### config.mk
export PLATFORM = sky130hd
export DESIGN_NAME = decode_stage_flat
export DESIGN_NICKNAME = d
export VERILOG_FILES = /design/src/rtl/decode_pkg.sv /design/src/rtl/decode_if.sv /design/src/rtl/decode_comb.sv /design/src/rtl/decode_stage.sv /design/src/flat_wrapper.sv
export SDC_FILE = /design/constraint.sdc
export NUM_CORES = 1
export LEC_CHECK = 0
export CAP_MARGIN = 20
export CORE_AREA = 8 8 56 104
export DETAILED_ROUTE_END_ITERATION = 16
export DIE_AREA = 0 0 64 112
export GPL_ROUTABILITY_DRIVEN = 1
export PLACE_DENSITY = 0.78
export SYNTH_ARGS = -nofsm -noshare
export SYNTH_HDL_FRONTEND = slang
export SYNTH_SLANG_ARGS = --single-unit
export TNS_END_PERCENT = 50
### constraint.sdc
create_clock -name CLK -period 2.4 [get_ports CLK]
set_input_delay 0.48 -clock CLK [delete_from_list [all_inputs] [get_ports CLK]]
set_output_delay 0.48 -clock CLK [all_outputs]
set_load 0.1 [all_outputs]
### src/rtl/decode_pkg.sv
// Shared decode definitions: opcodes, ALU/branch selects and the control bundle.
package decode_pkg;

  localparam logic [3:0] OP_NOP  = 4'b0000;
  localparam logic [3:0] OP_LB   = 4'b0010;
  localparam logic [3:0] OP_SB   = 4'b0100;
  localparam logic [3:0] OP_ADDI = 4'b0101;
  localparam logic [3:0] OP_ANDI = 4'b0110;
  localparam logic [3:0] OP_ORI  = 4'b0111;
  localparam logic [3:0] OP_ALU  = 4'b1111;
  localparam logic [3:0] OP_BEQ  = 4'b1000;
  localparam logic [3:0] OP_BNE  = 4'b1001;
  localparam logic [3:0] OP_BR2  = 4'b1010;
  localparam logic [3:0] OP_BR3  = 4'b1011;

  // Function code in INST[2:0] that turns opcode 0000 into HALT.
  localparam logic [2:0] HALT_FN = 3'b001;

  localparam logic [2:0] FS_ADD = 3'd0;
  localparam logic [2:0] FS_SUB = 3'd1;
  localparam logic [2:0] FS_AND = 3'd5;
  localparam logic [2:0] FS_OR  = 3'd6;

  localparam logic [2:0] BS_BEQ  = 3'd0;
  localparam logic [2:0] BS_BNE  = 3'd1;
  localparam logic [2:0] BS_BR2  = 3'd2;
  localparam logic [2:0] BS_BR3  = 3'd3;
  localparam logic [2:0] BS_NONE = 3'd4;

  // Width-independent control signals; register/immediate fields travel separately.
  typedef struct packed {
    logic       mb;
    logic       md;
    logic       ld;
    logic       mw;
    logic [2:0] fs;
    logic [2:0] bs;
    logic       halt;
    logic       illegal;
  } ctrl_t;

  localparam ctrl_t CTRL_EMPTY = '{mb: 1'b0, md: 1'b0, ld: 1'b0, mw: 1'b0,
                                   fs: 3'd0, bs: BS_NONE, halt: 1'b0, illegal: 1'b0};

  // LB is the only opcode that selects memory data into the register file.
  function automatic logic is_lb(ctrl_t c);
    return c.md & c.ld;
  endfunction

endpackage

### src/rtl/decode_if.sv
// Fetch-side and execute-side handshake plus decoded control outputs.
interface decode_if #(
  parameter int REG_AW = 3,
  parameter int IMM_W  = 6
);
  localparam int INST_W = 4 + 2*REG_AW + IMM_W;

  logic              IN_VALID;
  logic              IN_READY;
  logic [INST_W-1:0] INST;
  logic              FLUSH;
  logic              OUT_VALID;
  logic              OUT_READY;
  logic [REG_AW-1:0] DR, SA, SB;
  logic [IMM_W-1:0]  IMM, OFF;
  logic              MB, MD, LD, MW;
  logic [2:0]        FS, BS;
  logic              HALT, HALTED, ILLEGAL;

  // Decode stage side.
  modport slave (
    input  IN_VALID, INST, FLUSH, OUT_READY,
    output IN_READY, OUT_VALID, DR, SA, SB, IMM, OFF,
           MB, MD, LD, MW, FS, BS, HALT, HALTED, ILLEGAL
  );

  // Fetch/execute (or bench) side.
  modport master (
    output IN_VALID, INST, FLUSH, OUT_READY,
    input  IN_READY, OUT_VALID, DR, SA, SB, IMM, OFF,
           MB, MD, LD, MW, FS, BS, HALT, HALTED, ILLEGAL
  );
endinterface

### src/rtl/decode_comb.sv
// Combinational instruction decoder: INST -> control bundle, register/immediate
// fields and which source registers the instruction reads.
// Optional: DECODE_ILLEGAL_TRAP_EN flags unlisted opcodes as illegal.
module decode_comb
  import decode_pkg::*;
#(
  parameter int REG_AW = 3,
  parameter int IMM_W  = 6,
  localparam int INST_W = 4 + 2*REG_AW + IMM_W
) (
  input  logic [INST_W-1:0] inst_i,
  output ctrl_t             ctrl_o,
  output logic [REG_AW-1:0] dr_o,
  output logic [REG_AW-1:0] sa_o,
  output logic [REG_AW-1:0] sb_o,
  output logic [IMM_W-1:0]  imm_o,
  output logic [IMM_W-1:0]  off_o,
  output logic              rd_sa_o,
  output logic              rd_sb_o
);

  logic [3:0]        op;
  logic [REG_AW-1:0] f_sa, f_sb;
  logic [IMM_W-1:0]  f_imm;

  assign op    = inst_i[INST_W-1 -: 4];
  assign f_sa  = inst_i[INST_W-5 -: REG_AW];
  assign f_sb  = inst_i[INST_W-5-REG_AW -: REG_AW];
  assign f_imm = inst_i[IMM_W-1:0];

  // Opcode decode; every field not used by the opcode stays 0.
  always_comb begin
    ctrl_o  = CTRL_EMPTY;
    dr_o    = '0;
    sa_o    = '0;
    sb_o    = '0;
    imm_o   = '0;
    off_o   = '0;
    rd_sa_o = 1'b0;
    rd_sb_o = 1'b0;
    case (op)
      OP_NOP: ctrl_o.halt = (inst_i[2:0] == HALT_FN);
      OP_LB: begin
        ctrl_o.mb = 1'b1; ctrl_o.md = 1'b1; ctrl_o.ld = 1'b1;
        dr_o = f_sb; sa_o = f_sa; imm_o = f_imm; rd_sa_o = 1'b1;
      end
      OP_SB: begin
        ctrl_o.mb = 1'b1; ctrl_o.mw = 1'b1;
        sa_o = f_sa; sb_o = f_sb; imm_o = f_imm;
        rd_sa_o = 1'b1; rd_sb_o = 1'b1;
      end
      OP_ADDI, OP_ANDI, OP_ORI: begin
        ctrl_o.mb = 1'b1; ctrl_o.ld = 1'b1;
        ctrl_o.fs = (op == OP_ANDI) ? FS_AND : (op == OP_ORI) ? FS_OR : FS_ADD;
        dr_o = f_sb; sa_o = f_sa; imm_o = f_imm; rd_sa_o = 1'b1;
      end
      OP_ALU: begin
        // R-type keeps DR and the function code inside the immediate field.
        ctrl_o.ld = 1'b1;
        ctrl_o.fs = inst_i[2:0];
        dr_o = f_imm[REG_AW+2:3]; sa_o = f_sa; sb_o = f_sb;
        rd_sa_o = 1'b1; rd_sb_o = 1'b1;
      end
      OP_BEQ, OP_BNE: begin
        ctrl_o.bs = (op == OP_BEQ) ? BS_BEQ : BS_BNE;
        ctrl_o.fs = FS_SUB;
        sa_o = f_sa; sb_o = f_sb; off_o = f_imm;
        rd_sa_o = 1'b1; rd_sb_o = 1'b1;
      end
      OP_BR2, OP_BR3: begin
        // Sign test against zero: B-mux picks the (zero) immediate.
        ctrl_o.bs = (op == OP_BR2) ? BS_BR2 : BS_BR3;
        ctrl_o.mb = 1'b1;
        sa_o = f_sa; off_o = f_imm; rd_sa_o = 1'b1;
      end
      default: begin
`ifdef DECODE_ILLEGAL_TRAP_EN
        ctrl_o.illegal = 1'b1;
`endif
      end
    endcase
  end

endmodule

### src/rtl/decode_stage.sv
// Registered decode stage: one pipeline slot with valid/ready on both sides,
// load-use interlock bubble, sticky halt and branch flush.
// Optional: DECODE_ILLEGAL_TRAP_EN makes unlisted opcodes trap like HALT.
// IMM_W must be at least REG_AW+3 so the R-type DR field fits in the immediate.
module decode_stage
  import decode_pkg::*;
#(
  parameter int REG_AW = 3,
  parameter int IMM_W  = 6
) (
  input  logic    CLK,
  input  logic    RESET_N,
  decode_if.slave bus
);

  ctrl_t             dec_ctrl;
  logic [REG_AW-1:0] dec_dr, dec_sa, dec_sb;
  logic [IMM_W-1:0]  dec_imm, dec_off;
  logic              dec_rd_sa, dec_rd_sb;

  decode_comb #(.REG_AW(REG_AW), .IMM_W(IMM_W)) u_dec (
    .inst_i  (bus.INST),
    .ctrl_o  (dec_ctrl),
    .dr_o    (dec_dr),
    .sa_o    (dec_sa),
    .sb_o    (dec_sb),
    .imm_o   (dec_imm),
    .off_o   (dec_off),
    .rd_sa_o (dec_rd_sa),
    .rd_sb_o (dec_rd_sb)
  );

  logic              vld_q, vld_d;
  logic              halted_q, halted_d;
  ctrl_t             ctrl_q, ctrl_d;
  logic [REG_AW-1:0] dr_q, dr_d, sa_q, sa_d, sb_q, sb_d;
  logic [IMM_W-1:0]  imm_q, imm_d, off_q, off_d;

  logic interlock, in_ready, accept, trap;

  // Load-use hazard: the loaded register is not ready for a reader in the very
  // next slot. Register 0 is never a real destination, so it never stalls.
  assign interlock = vld_q & is_lb(ctrl_q) & (dr_q != '0) &
                     ((dec_rd_sa & (dec_sa == dr_q)) | (dec_rd_sb & (dec_sb == dr_q)));
  assign in_ready  = ~halted_q & ~bus.FLUSH & ~interlock & (~vld_q | bus.OUT_READY);
  assign accept    = bus.IN_VALID & in_ready;
  assign trap      = dec_ctrl.halt | dec_ctrl.illegal;

  // Slot next state: flush beats acceptance, acceptance beats plain drain.
  always_comb begin
    vld_d    = vld_q;
    halted_d = halted_q;
    ctrl_d   = ctrl_q;
    dr_d     = dr_q;
    sa_d     = sa_q;
    sb_d     = sb_q;
    imm_d    = imm_q;
    off_d    = off_q;
    if (bus.FLUSH) begin
      vld_d = 1'b0;
      // A halt that was only speculative is squashed together with the slot.
      if (vld_q & (ctrl_q.halt | ctrl_q.illegal)) halted_d = 1'b0;
    end else if (accept) begin
      vld_d  = 1'b1;
      ctrl_d = dec_ctrl;
      dr_d   = dec_dr;
      sa_d   = dec_sa;
      sb_d   = dec_sb;
      imm_d  = dec_imm;
      off_d  = dec_off;
      if (trap) halted_d = 1'b1;
    end else if (vld_q & bus.OUT_READY) begin
      vld_d = 1'b0;
    end
  end

  // Slot and halt state registers.
  always_ff @(posedge CLK or negedge RESET_N) begin
    if (!RESET_N) begin
      vld_q    <= 1'b0;
      halted_q <= 1'b0;
      ctrl_q   <= CTRL_EMPTY;
      dr_q     <= '0;
      sa_q     <= '0;
      sb_q     <= '0;
      imm_q    <= '0;
      off_q    <= '0;
    end else begin
      vld_q    <= vld_d;
      halted_q <= halted_d;
      ctrl_q   <= ctrl_d;
      dr_q     <= dr_d;
      sa_q     <= sa_d;
      sb_q     <= sb_d;
      imm_q    <= imm_d;
      off_q    <= off_d;
    end
  end

  // An empty slot always presents the inert bundle so no stray write escapes.
  ctrl_t ctrl_out;
  assign ctrl_out = vld_q ? ctrl_q : CTRL_EMPTY;

  assign bus.IN_READY  = in_ready;
  assign bus.OUT_VALID = vld_q;
  assign bus.DR        = vld_q ? dr_q  : '0;
  assign bus.SA        = vld_q ? sa_q  : '0;
  assign bus.SB        = vld_q ? sb_q  : '0;
  assign bus.IMM       = vld_q ? imm_q : '0;
  assign bus.OFF       = vld_q ? off_q : '0;
  assign bus.MB        = ctrl_out.mb;
  assign bus.MD        = ctrl_out.md;
  assign bus.LD        = ctrl_out.ld;
  assign bus.MW        = ctrl_out.mw;
  assign bus.FS        = ctrl_out.fs;
  assign bus.BS        = ctrl_out.bs;
  assign bus.HALT      = ctrl_out.halt;
  assign bus.ILLEGAL   = ctrl_out.illegal;
  assign bus.HALTED    = halted_q;

endmodule

### src/flat_wrapper.sv
// flat-port wrapper written by rule: the top's interface ports become plain ports
module decode_stage_flat import decode_pkg::*;
#(
  parameter int REG_AW = 3,
  parameter int IMM_W  = 6
)
  (CLK, RESET_N, bus_IN_VALID, bus_INST, bus_FLUSH, bus_OUT_READY, bus_IN_READY, bus_OUT_VALID, bus_DR, bus_SA, bus_SB, bus_IMM, bus_OFF, bus_MB, bus_MD, bus_LD, bus_MW, bus_FS, bus_BS, bus_HALT, bus_HALTED, bus_ILLEGAL);
  decode_if #(.REG_AW(REG_AW), .IMM_W(IMM_W)) bus_i ();
  input  logic CLK;
  input  logic RESET_N;
  input wire logic [$bits(bus_i.IN_VALID)-1:0] bus_IN_VALID;
  input wire logic [$bits(bus_i.INST)-1:0] bus_INST;
  input wire logic [$bits(bus_i.FLUSH)-1:0] bus_FLUSH;
  input wire logic [$bits(bus_i.OUT_READY)-1:0] bus_OUT_READY;
  output wire logic [$bits(bus_i.IN_READY)-1:0] bus_IN_READY;
  output wire logic [$bits(bus_i.OUT_VALID)-1:0] bus_OUT_VALID;
  output wire logic [$bits(bus_i.DR)-1:0] bus_DR;
  output wire logic [$bits(bus_i.SA)-1:0] bus_SA;
  output wire logic [$bits(bus_i.SB)-1:0] bus_SB;
  output wire logic [$bits(bus_i.IMM)-1:0] bus_IMM;
  output wire logic [$bits(bus_i.OFF)-1:0] bus_OFF;
  output wire logic [$bits(bus_i.MB)-1:0] bus_MB;
  output wire logic [$bits(bus_i.MD)-1:0] bus_MD;
  output wire logic [$bits(bus_i.LD)-1:0] bus_LD;
  output wire logic [$bits(bus_i.MW)-1:0] bus_MW;
  output wire logic [$bits(bus_i.FS)-1:0] bus_FS;
  output wire logic [$bits(bus_i.BS)-1:0] bus_BS;
  output wire logic [$bits(bus_i.HALT)-1:0] bus_HALT;
  output wire logic [$bits(bus_i.HALTED)-1:0] bus_HALTED;
  output wire logic [$bits(bus_i.ILLEGAL)-1:0] bus_ILLEGAL;
  assign bus_i.IN_VALID = bus_IN_VALID;
  assign bus_i.INST = bus_INST;
  assign bus_i.FLUSH = bus_FLUSH;
  assign bus_i.OUT_READY = bus_OUT_READY;
  assign bus_IN_READY = bus_i.IN_READY;
  assign bus_OUT_VALID = bus_i.OUT_VALID;
  assign bus_DR = bus_i.DR;
  assign bus_SA = bus_i.SA;
  assign bus_SB = bus_i.SB;
  assign bus_IMM = bus_i.IMM;
  assign bus_OFF = bus_i.OFF;
  assign bus_MB = bus_i.MB;
  assign bus_MD = bus_i.MD;
  assign bus_LD = bus_i.LD;
  assign bus_MW = bus_i.MW;
  assign bus_FS = bus_i.FS;
  assign bus_BS = bus_i.BS;
  assign bus_HALT = bus_i.HALT;
  assign bus_HALTED = bus_i.HALTED;
  assign bus_ILLEGAL = bus_i.ILLEGAL;
  decode_stage #(.REG_AW(REG_AW), .IMM_W(IMM_W)) u_core (.CLK(CLK), .RESET_N(RESET_N), .bus(bus_i));
endmodule
Word-level counts from Yosys, hierarchy flattened
Index checks and enable logic that the tools add are counted.
Cells by class
  eq/ne operators: 14
  multiplexer cells: 31
  bitwise operators: 18
  reduce and logical (&&, ||, !) cells: 17
Operators by type and width (count)
  two-way mux 6 bit: 4
  two-way mux 3 bit: 7
  equality test 4 bit (second input constant): 5
  equality test 4 x 3 -> 1 bit (second input constant): 4
  two-way mux 1 bit: 16
  AND 1 bit: 12
  two-way mux 12 bit: 1
  one-hot mux 3 bit (2 select lines): 2
  OR reduction 4 bit: 3
  OR reduction 10 bit: 1
  OR reduction 5 bit: 2
  one-hot mux 3 bit (3 select lines): 1
  OR reduction 7 bit: 1
  equality test 3 bit: 2
  nonzero test 3 bit: 2
  equality test 4 x 2 -> 1 bit (second input constant): 1
  zero test 4 bit: 1
  inverter 1 bit: 4
  nonzero test 2 bit: 2
  OR reduction 2 bit: 2
  equality test 3 x 1 -> 1 bit (second input constant): 1
  AND reduction 3 bit: 1
  OR reduction 3 bit: 1
  inequality test 2 x 1 -> 1 bit (second input constant): 1
  other kinds (2): 3
Word-level totals
  register bits after elaboration: 34
  output and inout port bits: 36
  word-level logic and storage cells: 94

Logic depth before layout (Yosys ltp)
Gate-level depths: netlist (run 1).
  word-level depth: 13
  gate-level depth with buffers: 8
  mapped depth without buffers: 5

Cells and area by module
From an unflattened synthesis (run 1), not the netlist that was laid out.
Second synthesis, totals
  cell total of the unflattened synthesis: 187
  area total of the unflattened synthesis: 2172.1 µm²
Modules (own cells, without submodules)
  decode_stage: times used 1, cells each 130, area an instance 1803.0 µm²
  decode_comb: times used 1, cells each 57, area an instance 369.1 µm²

Worst setup path before layout (run 1)
No wires, ideal clock.
  path kind: flip-flop to output port
  start point: reg u_core.vld_q, in the netlist u_core.bus.OUT_VALID
  end point: out bus_IN_READY
  arrival time: 2640 ps
  setup slack: -720 ps
  stages on the path, launching flop included: 4
  buffers on the path: 0
  cell sequence: dfrtp_1 and2_1 nand4_1 o21a_1
On the way
  cells in the longest elaborated chain, start to end: 6
  elaborated cells between the ends (all ways): 8
  those cells by class: 8 x bitwise
Ends and longest elaborated chain
  start: declaration: line decode_stage.sv:33  | logic vld_q, vld_d;
  start signal: assignment: line decode_stage.sv:89  | vld_q <= vld_d;
  AND 1 bit (3 in a row): line decode_stage.sv:43  | assign interlock = vld_q & is_lb(ctrl_q) & (dr_q != '0) &
  inverter 1 bit: line decode_stage.sv:45  | assign in_ready = ~halted_q & ~bus.FLUSH & ~interlock & (~vld_q | bus.OUT_READY);
  AND 1 bit: line decode_stage.sv:45
  AND 1 bit (*): line decode_stage.sv:45
  end: declaration: line flat_wrapper.sv:15  | output wire logic [$bits(bus_i.IN_READY)-1:0] bus_IN_READY;
Mark *: on every way between the ends. The rest lies on a longest branch, timed or not.

Worst setup path in the final report (run 1)
  start point: in bus_INST[15]
  end point: out bus_IN_READY
On the way
  cells in the longest elaborated chain, start to end: 10
  elaborated cells between the ends (all ways): 25
  those cells by class: 12 x eq/ne; 4 x mux; 7 x bitwise; 2 x reduce/logical
Ends and longest elaborated chain
  start: declaration: line flat_wrapper.sv:12  | input wire logic [$bits(bus_i.INST)-1:0] bus_INST;
  equality test 4 x 3 -> 1 bit (tied with other cells): line decode_comb.sv:41  | case (op)
  OR reduction 10 bit (no line) / OR reduction 4 bit (equally long branches)
  two-way mux 3 bit: line decode_comb.sv:41
  equality test 3 bit: line decode_stage.sv:44  | ((dec_rd_sa & (dec_sa == dr_q)) | (dec_rd_sb & (dec_sb == dr_q)));
  AND 1 bit: line decode_stage.sv:44
  OR 1 bit (*): line decode_stage.sv:44
  AND 1 bit (*): line decode_stage.sv:43
  inverter 1 bit (*): line decode_stage.sv:45
  AND 1 bit (*) (2 in a row): line decode_stage.sv:45
Marks and branches as above.

==> results.md, run 1 <==
* Cells after Synth at 217
* Post-synth EDFFs at 0
* CTS buffer count at 5
* Clock Skew at 3.24 ps
* Root Buffer: clkbuf_8
* Final hold violations at 0
* CP max FO at 2
* Hold buffer count at cts at 0
* ANT cells at 0
* Initial antenna violation count at 0
* Critical Path RT at 1920 ps
* Worst endpoint data arrival time at 1880 ps
* Max Root-Sink Buffers at 2
* Vias per Instance at 5.09
* Routing usage on met2 at 26.4%
* Die area at 7170 µm²
* Period minus WS final at 2360 ps
* Static Leak at 0.00141 µW
* Port bufs at 55
* Primary FF master, synth: dfrtp_1
* Share of cells above drive strength 1 at 27.8%
* Hold_sp: u_core.ctrl_q[11]
* Max Slew Vio Count at 0
* Period utilization at 98.2%
* Layout area overhead at 54.4%
* DR vias at 1724
* 1st-iter DRT viols at 38
* Synth cell types at 36
* Most common cell in the netlist: dfrtp_1
* Area contributors post-synth: dfrtp_1, mux2i_1, and2_1
* Die W at 64 µm
* Critical path's top delay family: simple AND/OR/NAND/NOR gates
* Slowest CP cell: or4b_4
* Worst hold-check path type: flip-flop to flip-flop
* Startpoint types: input port
* Reg clk slew, reported paths at 70 ps
* Outcome: completed
* Met1 Use GR at 16.8%
* Reg2reg start: u_core.dr_q[1]
* Total stage count of the critical path at 6
* Final setup viols at 0
* Share of flip-flops with an asynchronous set or reset at 100%
* Synth top cells by count: dfrtp_1, and2_1, nand2_1
* CP peak stage delay at 510 ps
* GRT busiest layer: met2
* Sink Count at 34
* Finished Core Util at 70.3%
* Fillers at 343
* Synth top area share at 40.2%
* Cell taking the most area after synthesis: dfrtp_1
* Setup crit start: bus_INST[15]
* Final Net Count at 304
* Post-route ant nets at 0
* # DRC at 0
* # IOs at 57
* Syn avg cell area at 9.46 µm²
* M3 GR Usage at 4.82%
* Core Area at 4510 µm²
* Flip-flop and latch area at 853 µm²
* Grt total ovfl at 0
* Yosys warns at 0
* Starting density of the core at 45.5%
* Worst Reg-to-Reg Cells at 8
* Bufs and invs on worst path at 2
* Final Cell Area at 3170 µm²
* Hold path depth at 1
* Routability-driven placement congestion ratio at 0.842
* Crit path kind: input port to primary output
* Largest net degree at the start of global routing at 35
* Gr usage total at 15.1%
* Synth Register Bits at 34
* Drt first pass iters at 4
* MaxCap Viol Count at 0
* Crit path cell chain: dlygate4sd2_1, or4b_4, o221ai_4, a41oi_2, o21a_2, buf_12
* Wire length per cell at 15.6 µm
* Detailed Route WL at 5280 µm
* CTS tree: done
* Mapped Area at 2050 µm²
* First-pass GRT wire length at 9000 µm
* Footprint of the multi-input gates at 1030 µm²
* DP Area at 3060 µm²
* Die height at 112 µm
* FP Rows at 35
* Max Freq at 424 MHz
* CTS H-tree lvls at 2
* RSZ-0062 raised after global routing: no
* Worst-Skew Late Latency at 280 ps
* Hpwl dp at 4130 µm
* Net count after synthesis at 238
* Post-synthesis sequential area ratio at 41.5%
* Worst setup EP type: primary output
* Pwr per Cell Area at 508 nW/µm²
* Max VDD drop at 371 µV
* Vias in the first global route at 1899
timing repair:
item / 4_1_cts / 5_1_grt
endpoints found under the setup margin: 1 / 1
gates resized for setup: 7 / 1
setup buffers: 1 / 0
pin swaps: 3 / 4
worst paths after layout:
kind,end,slack [ps]
worst max register to register,u_core.imm_q[0],490
worst min-delay path,u_core.ctrl_q[11],500
worst min register to register,u_core.ctrl_q[11],500
max in group asynchronous,u_core.ctrl_q[4],1450
min in group asynchronous,u_core.sa_q[2],610
worst max-delay path,bus_IN_READY,40
kinds of logic (layout without fill, tap and decap cells):
group           Yosys count  in the layout  share of synthesized area (%)
other cells               1              1                          0.183
compound gates           21             21                           7.56
xor+xnor                  7              7                           2.99
simple gates             82             82                           21.5
mux                      32             32                           17.1
buf+inv                  40            107                           9.20
flops                    34             34                           41.5
cells in the final DEF (no fill, tap or decap), types with 5 or more instances in the layout:
cell             instances
buf_12                  34
dfrtp_1                 32
and2_1                  30
nand2_1                 29
inv_1                   25
mux2i_1                 23
buf_4                   20
clkdlybuf4s50_1         16
nor2b_1                  7
o21ai_0                  6
clkbuf_8                 6
mux2_4                   5
through the flow:
stage	hold slack [ps]	cells	setup slack [ps]	power [µW]	TNS, ps
finish	504	339	43.1	1610	0
global route	518	339	5.69	1680	0
CTS	507	339	9.11	1620	0
detailed placement	490	330	-212	1180	-4430
global placement	487	330	-147	1160	-3030
floorplan	184	217	147	988	0
metal layers:
metal  vias up  routed length (µm)
met5         -                   0
met4         0                  82
met3        10                 352
met2        57                2720
met1       828                2120
li1        829                   -
power breakdown:
| part | switching [µW] | internal (µW) | leakage (µW) |
|---|---|---|---|
| sequential | 43.7 | 638 | 0.000448 |
| combinational | 281 | 208 | 0.000912 |
| clock | 209 | 232 | 0.0000482 |
flip-flops by register name, indices dropped and copies added (netlist names):
| name | cells |
|---|---|
| u_core.imm_q | 6 |
| u_core.bus.HALTED | 1 |
| u_core.sa_q | 3 |
| u_core.dr_q | 3 |
| u_core.sb_q | 3 |
| u_core.ctrl_q | 11 |
| u_core.bus.OUT_VALID | 1 |
| u_core.off_q | 6 |
layout make-up:
class,instances,area share (%)
Tap cell,55,2.17
Clock buffer,7,2.72
Timing Repair Buffer,74,32.4
Multi-Input combinational cell,143,32.6
Sequential cell,34,26.9
Inverter,25,2.96
Clock inverter,1,0.158
No activity file was read; power rests on OpenSTA's default activity.
==> inputs of run 2 (changes only) <==
--- a/config.mk
+++ b/config.mk
@@ -6,11 +6,11 @@
 export NUM_CORES = 1
 export LEC_CHECK = 0
 export CAP_MARGIN = 20
-export CORE_AREA = 8 8 56 104
+export CORE_AREA = 8 8 64 120
 export DETAILED_ROUTE_END_ITERATION = 16
-export DIE_AREA = 0 0 64 112
+export DIE_AREA = 0 0 72 128
 export GPL_ROUTABILITY_DRIVEN = 1
-export PLACE_DENSITY = 0.78
+export PLACE_DENSITY = 0.6
 export SYNTH_ARGS = -nofsm -noshare
 export SYNTH_HDL_FRONTEND = slang
 export SYNTH_SLANG_ARGS = --single-unit
==> results.md, run 2 (synthesis gave the netlist of run 1 again) <==
* Vias in the first global route at 1859 (-2.1%)
* Max VDD drop at 328 µV (-11%)
* Max Root-Sink Buffers at 2 (unchanged)
* Gr usage total at 12.0% (-3.1 points)
* Worst setup EP type: primary output
* Worst-Skew Late Latency at 280 ps (about the same)
* # DRC at 0 (unchanged)
* Crit path kind: input port to primary output
* Slowest CP cell: or4b_4
* Largest net degree at the start of global routing at 35 (unchanged)
* Die W at 72 µm (+13%)
* Cell Int Power at 1320 µW (+22%)
* Static Leak at 0.00144 µW (+2.1%)
* Initial antenna violation count at 0 (unchanged)
* CP peak stage delay at 540 ps (+30 ps)
* Headroom to the max-slew limit at 64.2%
* Gate power share at 26.2% (-4.1 points)
* Share of cells above drive strength 1 at 27.8% (unchanged)
* Post-route ant nets at 0 (unchanged)
* Final setup TNS at 0 ps (unchanged)
* First-pass GRT wire length at 8850 µm (-1.7%)
* Max reg flops at 11 (unchanged)
* Crit path cell chain: dlygate4sd2_1, or4b_4, o221ai_4, a41oi_2, o21a_2, buf_12
* # IOs at 57 (unchanged)
* Largest reg by FF count: u_core.ctrl_q
* RSZ-0062 raised after global routing: no
* Clock Skew at 6.67 ps (+3.43 ps)
* 1st-iter DRT viols at 54 (+42%)
* Final Net Count at 304 (unchanged)
* Seq pwr share at 36.3% (-6.0 points)
* Startpoint types: input port
* Detailed Route WL at 5170 µm (-2.1%)
* Slew @ Worst Pin at 535 ps
* Routability-driven placement congestion ratio at 0.777 (-7.8%)
* Commonest non-fill, non-tap cell in the layout: buf_12
* Hold_sp: u_core.ctrl_q[11]
* Hold path depth at 1 (unchanged)
* Critical Path RT at 1920 ps (about the same)
* Grt total ovfl at 0 (unchanged)
* M3 GR Usage at 5.17% (+0.35 points)
* Switching share of total power at 29.7% (-3.5 points)
* Met1 Use GR at 13.7% (-3.1 points)
* Outcome: completed
* Reg2reg start: u_core.dr_q[1]
* CTS tree: done
* Max Slew Vio Count at 0 (unchanged)
* Period utilization at 98.4% (+0.22 points)
* Sw Pwr at 556 µW (+4.0%)
* Root Buffer: clkbuf_16
* GRT busiest layer: met2
* Hold buffer count at cts at 0 (unchanged)
* Worst endpoint data arrival time at 1880 ps (about the same)
* Wire length per cell at 14.0 µm (-10%)
* Port bufs at 55 (unchanged)
* Drt first pass iters at 4 (unchanged)
* Hold Path End: u_core.ctrl_q[11]
* Hpwl dp at 3920 µm (-5.2%)
* Vias per Instance at 4.53 (-11%)
* Final hold violations at 0 (unchanged)
* MaxCap Viol Count at 0 (unchanged)
* Biggest regs: u_core.ctrl_q x11, u_core.imm_q x6, u_core.off_q x6
* Sink Count at 34 (unchanged)
* Pwr per Cell Area at 572 nW/µm² (+13%)
* Worst r2r dst: u_core.ctrl_q[6]
* DR vias at 1677 (-2.7%)
* Worst hold-check path type: flip-flop to flip-flop
* Period minus WS final at 2360 ps (+5.18 ps)
* Most frequent cells in the layout: buf_12, dfrtp_1, and2_1
* Worst Reg-to-Reg Cells at 8 (unchanged)
* Routing usage on met2 at 19.1% (-7.3 points)
* Die height at 128 µm (+14%)
* FP Rows at 41 (+17%)
* CTS buffer count at 5 (unchanged)
* Final setup viols at 0 (unchanged)
* ANT cells at 0 (unchanged)
* CP max FO at 2 (unchanged)
* Starting density of the core at 33.1% (-12 points)
* Reg clk slew, reported paths at 60 ps (about the same)
* Flop2flop setup slack at 330 ps (-160 ps)
* Layout area overhead at 59.5%
* Clock group share of total power at 37.5% (+10 points)
* CTS H-tree lvls at 2 (unchanged)
* Finished Core Util at 52.8% (-18 points)
* Die area at 9220 µm² (+29%)
* Core Area at 6210 µm² (+38%)
* Max Freq at 423 MHz (-0.22%)
run 2: worst max-delay path by stage:
stage / startpoint / end / slack (ps) / depth (start not counted)
floorplan: bus_INST[15] / u_core.ctrl_q[6] / 150 / 8
global placement: bus_INST[12] / u_core.ctrl_q[5] / -150 / 8
detailed placement: bus_INST[12] / bus_IN_READY / -170 / 6
CTS: bus_INST[13] / bus_IN_READY / 5 / 6
global route: bus_INST[13] / bus_IN_READY / 2 / 6
finish: bus_INST[13] / bus_IN_READY / 40 / 6
run 2: layout make-up:
type	instances	area, µm²
Fill cell	560	2930
Tap cell	86	108
Timing Repair Buffer	74	1030
Inverter	25	93.8
Multi-Input combinational cell	143	1030
Sequential cell	34	853
Clock buffer	8	166
run 2: repair_timing:
item                       4_1_cts  5_1_grt
gates resized for setup          6        0
setup endpoints to repair        1        1
pin swaps                        3        2
setup buffers                    2        1
hold endpoints to repair         0        0
run 2: power by group through the flow:
stage / clock network [µW] / registers [µW] / logic [µW]
3_3_place_gp: 0 / 689 / 478
2_1_floorplan: 0 / 692 / 296
6_report: 703 / 681 / 490
3_5_place_dp: 0 / 690 / 485
5_1_grt: 742 / 690 / 524
4_1_cts: 716 / 682 / 493
run 2: stage by stage:
step | cells | total power [µW] | worst slack (ps) | hold WS, ps | instance area, µm²
6_report | 370 | 1870 | 37.9 | 501 | 3280
5_1_grt | 370 | 1960 | 2.03 | 512 | 3280
4_1_cts | 369 | 1890 | 4.52 | 505 | 3270
3_5_place_dp | 359 | 1170 | -175 | 492 | 3080
3_3_place_gp | 359 | 1170 | -153 | 488 | 3080
2_1_floorplan | 217 | 988 | 147 | 184 | 2060
run 2: worst max-delay path: cells and delay by family:
kind | cells | cell delay, ps
buf+inv | 2 | 410
compound gates | 3 | 450
simple gates | 1 | 540
run 2: routing by layer:
layer / wire length, µm / vias to the layer above
li1: - / 829
met4: 91 / 0
met3: 474 / 9
met2: 2430 / 56
met5: 0 / -
met1: 2170 / 783
